==> src/rtl/debug_bus_arbiter.sv <==
// Round-robin arbiter sharing one PVALID/PREADY bus port between the CPU
// load/store unit (M0) and the debug bridge (M1), with a hung-slave watchdog.
module debug_bus_arbiter #(
    parameter int unsigned TIMEOUT = 255,
    parameter int unsigned CNT_W   = 16
) (
    input  logic        CLK,
    input  logic        RST_N,
    input  logic        M0_VALID,
    output logic        M0_READY,
    output logic        M0_ERR,
    input  logic [3:0]  M0_WSTB,
    input  logic [31:0] M0_ADDR,
    input  logic [31:0] M0_WDATA,
    output logic [31:0] M0_RDATA,
    input  logic        M1_VALID,
    output logic        M1_READY,
    output logic        M1_ERR,
    input  logic [3:0]  M1_WSTB,
    input  logic [31:0] M1_ADDR,
    input  logic [31:0] M1_WDATA,
    output logic [31:0] M1_RDATA,
    output logic        PVALID,
    input  logic        PREADY,
    output logic [3:0]  PWSTB,
    output logic [31:0] PADDR,
    output logic [31:0] PWDATA,
    input  logic [31:0] PRDATA,
    output logic        TO_FLAG,
    input  logic        TO_CLR,
    output logic        TO_SRC
);

    typedef enum logic [1:0] {
        IDLE = 2'd0,
        GNT0 = 2'd1,
        GNT1 = 2'd2
    } state_t;

    state_t           r_state;
    state_t           w_nxt;
    logic             r_last_gnt;
    logic             r_bubble;
    logic             r_to_flag;
    logic             r_to_src;
    logic [CNT_W-1:0] r_cnt;

    logic w_gnt0;
    logic w_gnt1;
    logic w_gnt;
    logic w_valid;
    logic w_to_hit;
    logic w_done;

    assign w_gnt0 = (r_state == GNT0);
    assign w_gnt1 = (r_state == GNT1);
    assign w_gnt  = w_gnt0 | w_gnt1;

    assign w_valid = (w_gnt0 & M0_VALID) | (w_gnt1 & M1_VALID);
    assign w_done  = w_valid & PREADY;
    // A ready slave on the deadline cycle still completes normally.
    assign w_to_hit = (TIMEOUT != 0) & w_valid & ~PREADY
                    & (r_cnt == CNT_W'(TIMEOUT));

    always_comb begin
        w_nxt = r_state;
        unique case (r_state)
            IDLE: begin
                // The bubble cycle after a completion never arbitrates.
                if (!r_bubble) begin
                    if (M0_VALID && (!M1_VALID || r_last_gnt))
                        w_nxt = GNT0;
                    else if (M1_VALID)
                        w_nxt = GNT1;
                end
            end
            GNT0, GNT1: begin
                if (!w_valid || w_done || w_to_hit)
                    w_nxt = IDLE;
            end
            default: w_nxt = IDLE;
        endcase
    end

    assign PVALID = w_valid & ~w_to_hit;
    assign PADDR  = w_gnt1 ? M1_ADDR  : (w_gnt0 ? M0_ADDR  : 32'd0);
    assign PWDATA = w_gnt1 ? M1_WDATA : (w_gnt0 ? M0_WDATA : 32'd0);
    assign PWSTB  = w_gnt1 ? M1_WSTB  : (w_gnt0 ? M0_WSTB  : 4'd0);

    assign M0_READY = w_gnt0 & (w_done | w_to_hit);
    assign M0_ERR   = w_gnt0 & w_to_hit;
    assign M0_RDATA = (w_gnt0 & w_done) ? PRDATA : 32'd0;
    assign M1_READY = w_gnt1 & (w_done | w_to_hit);
    assign M1_ERR   = w_gnt1 & w_to_hit;
    assign M1_RDATA = (w_gnt1 & w_done) ? PRDATA : 32'd0;

    assign TO_FLAG = r_to_flag;
    assign TO_SRC  = r_to_src;

    always_ff @(posedge CLK or negedge RST_N) begin
        if (!RST_N) begin
            r_state    <= IDLE;
            r_last_gnt <= 1'b1;
            r_bubble   <= 1'b0;
            r_cnt      <= '0;
            r_to_flag  <= 1'b0;
            r_to_src   <= 1'b0;
        end else begin
            r_state  <= w_nxt;
            r_bubble <= w_done | w_to_hit;
            if (r_state == IDLE && w_nxt != IDLE)
                r_last_gnt <= (w_nxt == GNT1);
            if (w_gnt && w_nxt != IDLE)
                r_cnt <= r_cnt + 1'b1;
            else
                r_cnt <= '0;
            if (w_to_hit) begin
                r_to_flag <= 1'b1;
                r_to_src  <= w_gnt1;
            end else if (TO_CLR) begin
                r_to_flag <= 1'b0;
            end
        end
    end

endmodule

==> config.mk <==
export PLATFORM = sky130hd
export DESIGN_NAME = debug_bus_arbiter
export DESIGN_NICKNAME = d
export VERILOG_FILES = /design/src/rtl/debug_bus_arbiter.sv
export SDC_FILE = /design/constraint.sdc
export NUM_CORES = 1
export LEC_CHECK = 0
export CAP_MARGIN = 20
export CELL_PAD_IN_SITES_DETAIL_PLACEMENT = 1
export CELL_PAD_IN_SITES_GLOBAL_PLACEMENT = 1
export CORE_MARGIN = 3
export CORE_UTILIZATION = 15
export DETAILED_ROUTE_END_ITERATION = 12
export GPL_TIMING_DRIVEN = 0
export HOLD_SLACK_MARGIN = 0.06
export PLACE_DENSITY_LB_ADDON = 0.1
export SLEW_MARGIN = 40
export SYNTH_ARGS = -nofsm -noshare
export SYNTH_HDL_FRONTEND = slang
export SYNTH_SLANG_ARGS = --single-unit
==> constraint.sdc <==
create_clock -name CLK -period 2.6 [get_ports CLK]
set_clock_uncertainty 0.15 [all_clocks]
set_input_delay 0.26 -clock CLK [delete_from_list [all_inputs] [get_ports CLK]]
set_output_delay 0.26 -clock CLK [all_outputs]
set_load 0.01 [all_outputs]
==> reports/results.ini <==
[clocking]
clock_sinks = 22
cts_buffer_depth = 2
cts_made_buffers = 3
htreeDepth = 1
clkTransAtPathRegs_ns = 0.06
clock_tree.root_cell = clkbuf_16
clk_latency_ns = 0.25
cts_tree = built

[final_layout]
nets = 928
diodes = 0
area_growth_pct = 144
drive_gt1_share_pct = 8.02
fillerInstances = 2026
final_util_pct = 38.3

[timing]
period_share_pct = 95.7
tightest_slew_ns = 0.505
worst_slack_ns = 0.111
max_freq_mhz = 402
setup-violations-final = 0
whs_ns = 0.331
fin_tns_setup_ns = 0
period_needed_ns = 2.49
grt_setup_unrepaired = true
drv_slew = 0
hold_violations = 0
slew_headroom_pct = 66.4

[floorplan]
die_x_um = 136
design.core.area_um2 = 16200
die-area_um2 = 18500
rows = 46
start_util_pct = 15.7
io_pins = 313
fp.dieH_um = 136

[detailed_routing]
drcViolationCount = 0
initialDrtViolationCount = 136
wl_mm = 18.3
first_pass_iters = 4
ant_nets = 0
wl_per_cell_um = 19.0
vias = 4111
vias_per_cell = 4.26

[setup_path]
startpoint_type = register
r2r_setup_slack_ns = 0.26
r2r-start = r_state[1]$_DFF_PN0_
required_ns = 2.19
path_max_fanout = 10
max_stage_delay_ns = 0.59
crit_slowest_cell = clkdlybuf4s50_1
path_delay_family = buffers and inverters
crit_chain = inv_1 > ha_1 > buf_6 > buf_4 > nand2_1 > o21ai_0 > clkdlybuf4s50_1
rr_worst_depth = 10
arrival_ns = 2.08
path_class = reg2out
cp_num_cells = 7
worst-path-buf-inv = 4
rr_endpoint = r_cnt[9]$_DFF_PN0_
end_kind = output port

[logic_synthesis]
synth_top_area_share_pct = 21.3
synth_warnings = 0
synth_area_leader_cell = nand2_1
syn_nets = 599
yosysSeqAreaShare_pct = 21.7
synthTopCellsByArea = nand2_1 21%, dfrtp_1 21%, and2_1 16%
netlist-cell-type-count = 33
netlist_area_um2 = 2540
ys_async_sr_fraction_pct = 100
synth_edf_count = 0
synth.most_common_cell = nand2_1
ys_top_cells_by_count = 144 x nand2_1, 70 x o21ai_0, 67 x and2_1
synthCells = 420
synthFlopType = dfrtp_1
synth-seq-cells = 22
syn_area_per_cell_um2 = 6.05

[place]
dp_hpwl_mm = 15.4
pre_cts_slack_ns = -0.866
routabilityCongestion = 0.818
port_buffers = 312

[pwr]
p_leak_nw = 3.28
peakVddDrop_v = 0.000283
comb_power_share_pct = 77.7
powerDensity_nw_per_um2 = 547
p_switching_w = 0.00156
p_seq_share_pct = 11.9
pwr-share-clk_pct = 10.4
p_sw_share_pct = 45.9
p_int_w = 0.00184

[global_routing]
grt_pass1_vias = 4349
grt_pass1_wl_mm = 26.2
track_usage_pct = 18.2
grt_overflow = 0
antenna_found_initial = 0
grt_max_degree = 23

[hold_path]
min_path_type = reg2reg
hold_start = TO_SRC$_DFFE_PN0P_
hold_depth = 1
hold-path-endpoint = TO_SRC$_DFFE_PN0P_

[outcome]
status = finished clean

[job]
cap_violations = 0

-- cells by family (layout without fill, tap and decap cells) --
logic type      count (synthesis)  in the layout  share of synthesized area (%)
xor+xnor                       14             14                           4.82
fa+ha+maj                       5              5                           2.46
buf+inv                        40            368                           6.25
simple gates                  255            255                           46.9
flops                          22             22                           21.7
compound gates                 84             84                           17.8
-- layout by cell type, fill, tap and decap left out, types with 3 or more instances in the layout --
cell type / count
clkbuf_2: 7
clkbuf_1: 5
ha_1: 4
dfrtp_1: 20
clkbuf_8: 8
and3_1: 3
nand2_1: 144
xnor2_1: 4
dlygate4sd2_1: 104
buf_4: 15
o21ai_0: 69
a21oi_2: 3
and4_1: 3
buf_2: 3
a21oi_1: 3
clkbuf_4: 5
clkdlybuf4s50_1: 177
nor2_1: 17
nand3_1: 4
inv_1: 9
xor2_1: 10
clkbuf_16: 3
dlymetal6s2s_1: 27
and2_1: 67
nand4_1: 5
-- registers in the layout, indices dropped and copies added, names as in the netlist --
signal,count
r_cnt,16
r_state,2
TO_FLAG,1
TO_SRC,1
r_bubble,1
r_last_gnt,1
-- final cells by class --
type                            instances  area [µm²]  share of cell area (%)
Timing Repair Buffer                  324        3140                    50.5
Multi-Input combinational cell        358        1890                    30.3
Sequential cell                        22         553                    8.90
Tap cell                              216         270                    4.35
Buffer                                 30         240                    3.87
Clock buffer                            4        88.8                    1.43
Inverter                               10        37.5                   0.604
-- power by group through the flow --
stage               combinational (W)  sequential, W  clock (W)
floorplan                     0.00113       0.000407          0
global placement              0.00271       0.000412          0
detailed placement            0.00276       0.000415          0
CTS                           0.00272       0.000406   0.000371
global route                  0.00290       0.000411   0.000389
finish                        0.00264       0.000406   0.000353
-- timing repair --
| action | 4_1_cts | 5_1_grt |
|---|---|---|
| endpoints found under the setup margin | 137 | 57 |
| hold endpoints to repair | 21 | 0 |
| gates resized for setup | 164 | 45 |
| pin swaps | 5 | 2 |
| setup buffers | 10 | 1 |
| hold buffers | 1 | 0 |
-- per-stage QoR --
stage	area [µm²]	power (W)	instances
floorplan	2540	0.00153	420
global placement	5940	0.00313	948
detailed placement	5930	0.00317	948
CTS	6120	0.00349	963
global route	6210	0.00370	964
finish	6210	0.00340	964
-- worst reg2reg max path: stages, from the launching register on --
cell and delay [ns]:
dfrtp_2 0.44, inv_1 0.09, ha_1 0.16, buf_6 0.16
a22oi_2 0.09, nor2_4 0.16, buf_4 0.15, o2111ai_1 0.10
a311o_2 0.48, buf_6 0.17, nor2_1 0.11
-- metal layers --
metal / part of all wire (%) / vias up / GRT usage, %
met4: 2.0 / 0 / 3.70
met5: 0 / - / 0
li1: - / 2009 / -
met2: 54 / 162 / 35.3
met1: 36 / 1922 / 19.6
met3: 7.9 / 18 / 5.00
-- how the worst max path moves through the flow --
stage | to | start
floorplan | PWDATA[10] | r_state[0]$_DFF_PN0_
global placement | PWDATA[29] | r_state[0]$_DFF_PN0_
detailed placement | PWDATA[29] | r_state[0]$_DFF_PN0_
CTS | PADDR[21] | r_state[1]$_DFF_PN0_
global route | PVALID | r_state[1]$_DFF_PN0_
finish | PWDATA[31] | r_state[1]$_DFF_PN0_
Power figures use the tool's default switching activity.
